[src/rtl/obuf_pkg.sv]
// Shared types and helpers for the IFFT ping-pong output buffer.
// round_sat is only referenced when OBUF_SHIFT_EN is defined.
package obuf_pkg;

  typedef enum logic [1:0] {EMPTY, FULL, DRAIN} bank_state_e;

  function automatic bank_state_e next_bank_state(bank_state_e cur, logic load,
                                                  logic promote, logic finish);
    case (cur)
      EMPTY:   return load ? FULL : EMPTY;
      FULL:    return promote ? DRAIN : FULL;
      DRAIN:   return finish ? EMPTY : DRAIN;
      default: return EMPTY;
    endcase
  endfunction

  // Round-half-up arithmetic shift, clamped to a dw-bit signed range; bit 32 is the guard bit.
  function automatic logic signed [31:0] round_sat(logic signed [31:0] x, logic [3:0] sh,
                                                   int unsigned dw);
    logic signed [32:0] sum;
    logic signed [32:0] lim_hi;
    logic signed [32:0] lim_lo;
    sum = {x[31], x};
    if (sh != 4'd0) sum = sum + (33'sd1 <<< (sh - 4'd1));
    sum = sum >>> sh;
    lim_hi = (33'sd1 <<< (dw - 1)) - 33'sd1;
    lim_lo = -(33'sd1 <<< (dw - 1));
    if (sum > lim_hi) sum = lim_hi;
    else if (sum < lim_lo) sum = lim_lo;
    return sum[31:0];
  endfunction

endpackage

[src/rtl/ifft_pingpong_obuf_if.sv]
// Frame capture and sample streaming handshake of the IFFT output buffer.
interface ifft_pingpong_obuf_if #(
  parameter int DATA_WIDTH = 16,
  parameter int N          = 16
);
  localparam int ADDR_W = $clog2(N);

  logic                         store;
  logic                         store_ready;
  logic [N-1:0][DATA_WIDTH-1:0] real_in;
  logic [N-1:0][DATA_WIDTH-1:0] imag_in;
  logic                         out_valid;
  logic                         out_ready;
  logic signed [DATA_WIDTH-1:0] out_real;
  logic signed [DATA_WIDTH-1:0] out_imag;
  logic [ADDR_W-1:0]            out_idx;
  logic                         out_last;

  modport slave (
    input  store, real_in, imag_in, out_ready,
    output store_ready, out_valid, out_real, out_imag, out_idx, out_last
  );

  modport master (
    output store, real_in, imag_in, out_ready,
    input  store_ready, out_valid, out_real, out_imag, out_idx, out_last
  );
endinterface

[src/rtl/obuf_bank.sv]
// One frame bank: N complex sample registers loaded in parallel, read by index.
module obuf_bank #(
  parameter int DATA_WIDTH = 16,
  parameter int N          = 16
) (
  input  logic                         clk,
  input  logic                         reset,
  input  logic                         load,
  input  logic [N-1:0][DATA_WIDTH-1:0] real_in,
  input  logic [N-1:0][DATA_WIDTH-1:0] imag_in,
  input  logic [$clog2(N)-1:0]         idx,
  output logic signed [DATA_WIDTH-1:0] rd_real,
  output logic signed [DATA_WIDTH-1:0] rd_imag
);
  logic [N-1:0][DATA_WIDTH-1:0] mem_real;
  logic [N-1:0][DATA_WIDTH-1:0] mem_imag;

  always_ff @(posedge clk) begin
    if (reset) begin
      mem_real <= '0;
      mem_imag <= '0;
    end else if (load) begin
      mem_real <= real_in;
      mem_imag <= imag_in;
    end
  end

  assign rd_real = mem_real[idx];
  assign rd_imag = mem_imag[idx];
endmodule

[src/rtl/ifft_pingpong_obuf.sv]
// Ping-pong output buffer: single-cycle frame capture, per-sample handshaked drain.
// Define OBUF_SHIFT_EN to add the shift port and rounding/saturating output scaling.
module ifft_pingpong_obuf
  import obuf_pkg::*;
#(
  parameter int DATA_WIDTH = 16,
  parameter int N          = 16,
  parameter int CNT_W      = 8
) (
  input  logic             clk,
  input  logic             reset,
  ifft_pingpong_obuf_if.slave bus,
  output logic             overflow,
  output logic [CNT_W-1:0] drop_count,
  input  logic             clear_ovf
`ifdef OBUF_SHIFT_EN
  ,
  input  logic [3:0]       shift
`endif
);
  localparam int ADDR_W = $clog2(N);

  bank_state_e                  state     [2];
  bank_state_e                  state_nxt [2];
  logic                         wp;
  logic                         rp;
  logic [ADDR_W-1:0]            ri;
  logic                         accept;
  logic                         drop;
  logic                         target;
  logic                         xfer;
  logic                         last_xfer;
  logic [1:0]                   load;
  logic signed [DATA_WIDTH-1:0] bank_real [2];
  logic signed [DATA_WIDTH-1:0] bank_imag [2];
  logic signed [DATA_WIDTH-1:0] raw_real;
  logic signed [DATA_WIDTH-1:0] raw_imag;

  assign bus.store_ready = (state[0] == EMPTY) || (state[1] == EMPTY);
  assign bus.out_valid   = (state[rp] == DRAIN);
  assign target          = (state[wp] == EMPTY) ? wp : ~wp;
  assign accept          = bus.store && bus.store_ready;
  assign drop            = bus.store && !bus.store_ready;
  assign xfer            = bus.out_valid && bus.out_ready;
  assign last_xfer       = xfer && (ri == ADDR_W'(N - 1));
  assign load[0]         = accept && (target == 1'b0);
  assign load[1]         = accept && (target == 1'b1);

  // The idle bank may promote on the last transfer of the draining one, avoiding a bubble.
  always_comb begin
    for (int unsigned b = 0; b < 2; b++) begin
      state_nxt[b] = next_bank_state(state[b], load[b],
                                     (state[b] == FULL) && ((1'(b) == rp) || last_xfer),
                                     last_xfer && (1'(b) == rp));
    end
  end

  always_ff @(posedge clk) begin
    if (reset) begin
      state[0]   <= EMPTY;
      state[1]   <= EMPTY;
      wp         <= 1'b0;
      rp         <= 1'b0;
      ri         <= '0;
      overflow   <= 1'b0;
      drop_count <= '0;
    end else begin
      state[0] <= state_nxt[0];
      state[1] <= state_nxt[1];
      if (accept) wp <= ~target;
      if (last_xfer) begin
        rp <= ~rp;
        ri <= '0;
      end else if (xfer) begin
        ri <= ri + 1'b1;
      end
      if (clear_ovf) begin
        overflow   <= 1'b0;
        drop_count <= '0;
      end else if (drop) begin
        overflow <= 1'b1;
        if (drop_count != '1) drop_count <= drop_count + 1'b1;
      end
    end
  end

  for (genvar g = 0; g < 2; g++) begin : g_bank
    obuf_bank #(.DATA_WIDTH(DATA_WIDTH), .N(N)) u_bank (
      .clk     (clk),
      .reset   (reset),
      .load    (load[g]),
      .real_in (bus.real_in),
      .imag_in (bus.imag_in),
      .idx     (ri),
      .rd_real (bank_real[g]),
      .rd_imag (bank_imag[g])
    );
  end

  assign raw_real     = rp ? bank_real[1] : bank_real[0];
  assign raw_imag     = rp ? bank_imag[1] : bank_imag[0];
  assign bus.out_idx  = ri;
  assign bus.out_last = bus.out_valid && (ri == ADDR_W'(N - 1));

`ifdef OBUF_SHIFT_EN
  assign bus.out_real = DATA_WIDTH'(round_sat(32'(raw_real), shift, DATA_WIDTH));
  assign bus.out_imag = DATA_WIDTH'(round_sat(32'(raw_imag), shift, DATA_WIDTH));
`else
  assign bus.out_real = raw_real;
  assign bus.out_imag = raw_imag;
`endif
endmodule

[src/flat_wrapper.sv]
// flat-port wrapper written by rule: the top's interface ports become plain ports
module ifft_pingpong_obuf_flat import obuf_pkg::*;
#(
  parameter int DATA_WIDTH = 16,
  parameter int N          = 16,
  parameter int CNT_W      = 8
)
  (clk, reset, overflow, drop_count, clear_ovf, bus_store, bus_real_in, bus_imag_in, bus_out_ready, bus_store_ready, bus_out_valid, bus_out_real, bus_out_imag, bus_out_idx, bus_out_last);
  ifft_pingpong_obuf_if #(.DATA_WIDTH(DATA_WIDTH), .N(N)) bus_i ();
  input  logic clk;
  input  logic reset;
  output logic overflow;
  output logic [CNT_W-1:0] drop_count;
  input  logic clear_ovf;
  input wire logic [$bits(bus_i.store)-1:0] bus_store;
  input wire logic [$bits(bus_i.real_in)-1:0] bus_real_in;
  input wire logic [$bits(bus_i.imag_in)-1:0] bus_imag_in;
  input wire logic [$bits(bus_i.out_ready)-1:0] bus_out_ready;
  output wire logic [$bits(bus_i.store_ready)-1:0] bus_store_ready;
  output wire logic [$bits(bus_i.out_valid)-1:0] bus_out_valid;
  output wire logic [$bits(bus_i.out_real)-1:0] bus_out_real;
  output wire logic [$bits(bus_i.out_imag)-1:0] bus_out_imag;
  output wire logic [$bits(bus_i.out_idx)-1:0] bus_out_idx;
  output wire logic [$bits(bus_i.out_last)-1:0] bus_out_last;
  assign bus_i.store = bus_store;
  assign bus_i.real_in = bus_real_in;
  assign bus_i.imag_in = bus_imag_in;
  assign bus_i.out_ready = bus_out_ready;
  assign bus_store_ready = bus_i.store_ready;
  assign bus_out_valid = bus_i.out_valid;
  assign bus_out_real = bus_i.out_real;
  assign bus_out_imag = bus_i.out_imag;
  assign bus_out_idx = bus_i.out_idx;
  assign bus_out_last = bus_i.out_last;
  ifft_pingpong_obuf #(.DATA_WIDTH(DATA_WIDTH), .N(N), .CNT_W(CNT_W)) u_core (.clk(clk), .reset(reset), .bus(bus_i), .overflow(overflow), .drop_count(drop_count), .clear_ovf(clear_ovf));
endmodule
[config.mk]
export PLATFORM = sky130hd
export DESIGN_NAME = ifft_pingpong_obuf_flat
export DESIGN_NICKNAME = d
export VERILOG_FILES = /design/src/rtl/obuf_pkg.sv /design/src/rtl/ifft_pingpong_obuf_if.sv /design/src/rtl/obuf_bank.sv /design/src/rtl/ifft_pingpong_obuf.sv /design/src/flat_wrapper.sv
export SDC_FILE = /design/constraint.sdc
export NUM_CORES = 2
export LEC_CHECK = 0
export CAP_MARGIN = 30
export CORE_MARGIN = 2
export CORE_UTILIZATION = 50
export DETAILED_ROUTE_END_ITERATION = 8
export PLACE_DENSITY = 0.74
export REMOVE_ABC_BUFFERS = 1
export SLEW_MARGIN = 20
export SYNTH_ARGS = -nofsm -noshare
export SYNTH_HDL_FRONTEND = slang
export SYNTH_SLANG_ARGS = --single-unit
[constraint.sdc]
create_clock -name clk -period 6.04 [get_ports clk]
set_input_delay 1.208 -clock clk [delete_from_list [all_inputs] [get_ports clk]]
set_output_delay 1.208 -clock clk [all_outputs]
set_load 0.005 [all_outputs]
Word-level counts from Yosys, hierarchy flattened. Memory sizes are Yosys's and may differ from the RTL's. A register that Yosys moved wholly into a read port is not among the register bits. Cells that the tools add are included. Widths: inputs -> output; s select.

Equality and inequality tests: 7. Add/subtract/negate cells: 2. Multiplexer cells: 28. Bitwise logic cells: 5. Reductions and logical operators: 21. Magnitude comparators: 1.

Operator list (count): $bmux 16 s4 (4); $mux 16 (6); $mux 2 (6); $pmux 2 s3 (2); $logic_and 1x1->1 (11); $mux 1 (10); $add 8x1->8 const B (1); $ne 8x8->1 const B (1); $eq 2x2->1 const B (3); $logic_not 2->1 (3); $lt 4x5->1 const B (1); $add 4x1->4 const B (1); $eq 2x1->1 const B (2); $eq 4x4->1 const B (1); $reduce_or 2->1 (2); $logic_or 1x1->1 (3); $not 1->1 (3); $or 1x1->1 (2); $reduce_and 2->1 (1); $logic_not 1->1 (1).

Memory bits (writable): 4. Memories: 1. Output and inout bits: 48. Bits of input ports: 517. Flip-flop bits (word level): 1039. Word-level logic and storage cells: 134.

Memories: u_core.state (depth 2, width 2, read ports 4, clocked after memory_dff 2, write ports 2, RTL line ifft_pingpong_obuf.sv:23) `bank_state_e state [2];`.

Logic depth before layout (Yosys ltp).
Word-level depth: 8. Gate-level depth with buffers: 8. Gate-level depth less buffers: 8.

By module. A second synthesis with hierarchy kept.

Cells, all modules: 4006. Area total of the unflattened synthesis: 44552.7 µm².

Modules (own cells, without submodules): obuf_bank (cells each 1921, instances 2, area each 21510.6 µm²); ifft_pingpong_obuf (cells each 164, instances 1, area each 1531.5 µm²).

Worst setup path after synthesis. Ideal clock, no wire load.

Path kind: register -> output. From: register u_core.ri[1] (netlist: u_core.bus.out_idx[1]). To: output port bus_out_imag[12]. Buffers on the path: 3. Stages on the path, launching flop included: 7. Data required time: 4.832 ns. Setup slack: 3.102 ns. Data arrival time: 1.730 ns. Path through: dfxtp_1 > buf_2 > buf_4 > buf_2 > mux4_2 > a22oi_1 > a22oi_1.

Cells in the longest elaborated chain, start to end: 3.

RTL lines: start, declared (RTL line ifft_pingpong_obuf.sv:27) `logic [ADDR_W-1:0] ri;`; start signal, assigned (RTL line ifft_pingpong_obuf.sv:75) `ri <= ri + 1'b1;`; $bmux 16 s4 (RTL line obuf_bank.sv:29) `assign rd_imag = mem_imag[idx];`; $mux 16 (implied by the code) (RTL line obuf_bank.sv:29); $mux 16 * (RTL line ifft_pingpong_obuf.sv:101) `assign raw_imag = rp ? bank_imag[1] : bank_imag[0];`; end, declared (RTL line flat_wrapper.sv:22) `output wire logic [$bits(bus_i.out_imag)-1:0] bus_out_imag;`.

Every way passes the cells marked *; elsewhere a longest branch is shown, timed or not. The select of a mux whose other input is x is not followed.

Worst setup path in the final report.
From: register u_core.ri[0] (netlist: u_core.bus.out_idx[0]). To: output port bus_out_real[2].

Cells in the longest elaborated chain, start to end: 3.

RTL lines: $bmux 16 s4 (RTL line obuf_bank.sv:28) `assign rd_real = mem_real[idx];`; $mux 16 (implied by the code) (RTL line obuf_bank.sv:28); $mux 16 * (RTL line ifft_pingpong_obuf.sv:100) `assign raw_real = rp ? bank_real[1] : bank_real[0];`; end, declared (RTL line flat_wrapper.sv:21) `output wire logic [$bits(bus_i.out_real)-1:0] bus_out_real;`.

Marked as above.

==> flow_summary_export.csv <==
group,metric,value,unit
clock_network,cts_resized,0,
sta,skew,0.02136,ns
die,coreArea,100400,µm²
power,leakage,23.07,nW
synthesis,synth_flop_cell,"dfxtp_1",
critical_path,cp_cell_sequence,"buf_4 -> mux4_2 -> a21oi_1 -> a22oi_1 -> clkdlybuf4s50_1",
min_path,min_path_type,"flip-flop to flip-flop",
sta,rsz0062_at_grt,"false",
critical_path,cp_num_buf_inv,2,
clock_network,clock_latency,0.69,ns
clock_network,hold_buffers,0,
critical_path,regToRegSetupSlack,3.16,ns
sta,max_freq,206.7,MHz
routing,antenna_left,0,
power,totalPowerFinal,20.16,mW
routing,drtIter0Drc,2142,
run,max_cap_viol_count,0,
critical_path,setup.worst_path.end_class,"output pin",
routing,remaining_drc_errors,0,
die,die_w,322.8,µm
die,rows,116,
synthesis,ys_warn_count,0,
critical_path,path_delay_family,"buffers and inverters",
synthesis,synth_top_cell_by_area,"dfxtp_1",
global_route,grt_pass1_wl,202400,µm
die,die_area,104200,µm²
global_route,grt.total_usage,24.62,%
synthesis,seq_area_frac_synth,41.16,%
sta,relSlewSlack,29.54,%
routing,drt_pass1_iterations,7,
sta,setup-violations-final,0,
clock_network,cts_tree,"done",
die,die_height,322.8,µm
global_route,grt_max_degree,181,
min_path,hold_start,"u_core.g_bank[1].u_bank.mem_imag[160]$_SDFFE_PP0P_",
finish,drive_gt1_share,8.783,%
routing,routed_wirelength,131500,µm
synthesis,synth_top_cells_by_area,"dfxtp_1 (41%), mux2i_1 (23%), nand2b_1 (19%)",
finish,syn2layout_area_growth,19.11,%
critical_path,startpoint,"u_core.bus.out_idx[0]$_SDFFE_PP0P_",
critical_path,worstPathArrival,3.63,ns
finish,fin_nets,5514,
synthesis,netlist_area,50820,µm²
run_status,status,"completed",
global_route,grt_antenna_before_repair,32,
synthesis,yosysTopAreaCellShare,41.16,%
min_path,hold_end,"u_core.g_bank[1].u_bank.mem_imag[160]$_SDFFE_PP0P_",
synthesis,ys_ff_latch,1045,
finish,final_common_cell,"nand2b_1",
sta,maxSlewViolCount,0,
routing,vias,34890,
sta,tns,0,ns
synthesis,synth_edf_count,0,
critical_path,r2r_start,"u_core.state[1][1]$_SDFF_PP0_",
synthesis,synth_cells,4640,
clock_network,cts_setup_buffers,0,
critical_path,rr_worst_depth,6,
clock_network,htreeDepth,3,
clock_network,cts_sinks,1045,
sta,timing.final.crit_share,80.12,%
synthesis,async_flop_share,0,%
clock_network,clkTransAtPathRegs,0.06,ns
critical_path,r2r_end,"u_core.g_bank[0].u_bank.mem_imag[78]$_SDFFE_PP0P_",
synthesis,synth.avg_cell_area,10.95,µm²
clock_network,cts_root_buf,"clkbuf_16",
min_path,worstHoldPathCells,2,
global_route,gr-total-overflow,0,
clock_network,cts_buffer_depth,3,
global_route,grt_pass1_vias,35810,
place,place_congestion,0.7971,
power,vdd_drop_max,233.3,µV
critical_path,slowest_stage,"dfxtp_4",
critical_path,setup.worst_path.start_class,"flip-flop",
sta,period_minus_slack,4.839,ns
routing,wl_per_cell,20.40,µm
critical_path,cpPeakStageDelay,0.94,ns
place,dp_hpwl,86140,µm
critical_path,cp.required,4.83,ns
routing,vias_per_cell,5.413,
die,ioPinCount,565,
place,io_buffers,564,
sta,tightest_slew,1.057,ns
finish,mostFrequentLayoutCells,"nand2b_1 (1,537), mux2i_1 (1,154), dfxtp_1 (1,041)",
clock_network,cts_inserted_buffers,110,
power,p_per_area,333.0,nW/µm²
synthesis,synth_cell_types,42,
sta,hold_violations,0,
die,initial_core_util,50.60,%
critical_path,path_class,"flip-flop to output pin",
critical_path,cp_max_fo,47,
metal layers:
layer | vias to the layer above | global-route usage, % | wire, µm
met2 | 765 | 40.10 | 61870
met3 | 236 | 5.453 | 7306
li1 | 16790 | - | -
met1 | 17060 | 32.12 | 58050
met4 | 38 | 8.879 | 3991
met5 | - | 0 | 249
registers in the layout, indices dropped and copies added (netlist names), named ones only:
name and count:
u_core.overflow 1, u_core.g_bank.u_bank.mem_real 512, u_core.rp 1, u_core.g_bank.u_bank.mem_imag 512
u_core.bus.out_idx 4, u_core.drop_count 8, u_core.state 4, u_core.wp 1
power breakdown:
part / switching, mW / internal (mW)
logic: 2.20 / 2.43
clock network: 2.80 / 4.01
registers: 0.649 / 8.06
cells in the mapped netlist, types with 12 or more instances:
cell	count
a22oi_1	97
buf_8	12
buf_2	49
o221ai_1	64
buf_4	74
mux4_2	192
mux2i_1	1154
buf_6	34
a21oi_1	70
clkbuf_1	215
nor2_1	19
dfxtp_1	1045
nand2b_1	1537
layout make-up:
type | count | area [µm²]
diodes | 10 | 25.02
clock buffers | 169 | 3319
well taps | 1357 | 1698
flip-flops and latches | 1045 | 20940
repair buffers | 631 | 6481
multi-input cells | 3200 | 27740
inverters | 3 | 11.26
clock inverters | 30 | 321.6
fillers | 8419 | 39900
metrics by stage:
step	utilization [%]	worst slack (ns)	instances	area [µm²]	hold WS (ns)
after floorplan	-	-18.94	4248	48620	0.4448
after global placement	56.57	1.836	6234	56810	0.4531
after detailed placement	56.62	1.838	6236	56870	0.4599
after CTS	60.25	1.098	6435	60510	0.4727
after global routing	60.27	0.9844	6444	60530	0.4874
final	60.27	1.201	6445	60530	0.4679
worst max-delay path by stage:
stage | to | slack (ns) | depth (start not counted)
after floorplan | u_core.state[0][0]$_SDFF_PP0_ | -18.94 | 2
after global placement | bus_out_real[11] | 1.84 | 6
after detailed placement | bus_out_real[10] | 1.84 | 5
after CTS | bus_out_real[10] | 1.10 | 5
after global routing | bus_out_real[2] | 0.98 | 6
final | bus_out_real[2] | 1.20 | 5
worst min-delay path: stages, from the launching register on:
cell and delay (ns):
dfxtp_1 0.31, nand2b_1 0.06, mux2i_1 0.05
cells by family (layout without fill, tap and decap cells):
| family | Yosys count | in the layout | synth area share, % |
|---|---|---|---|
| simple gates | 1591 | 1591 | 19.49 |
| mux | 1346 | 1346 | 31.24 |
| flops | 1045 | 1045 | 41.16 |
| buf+inv | 395 | 833 | 4.353 |
| compound gates | 249 | 249 | 3.474 |
| xor+xnor | 8 | 8 | 0.1379 |
| fa+ha+maj | 6 | 6 | 0.1477 |
| other cells | 0 | 10 | 0 |
No activity file was read; power rests on OpenSTA's default activity.
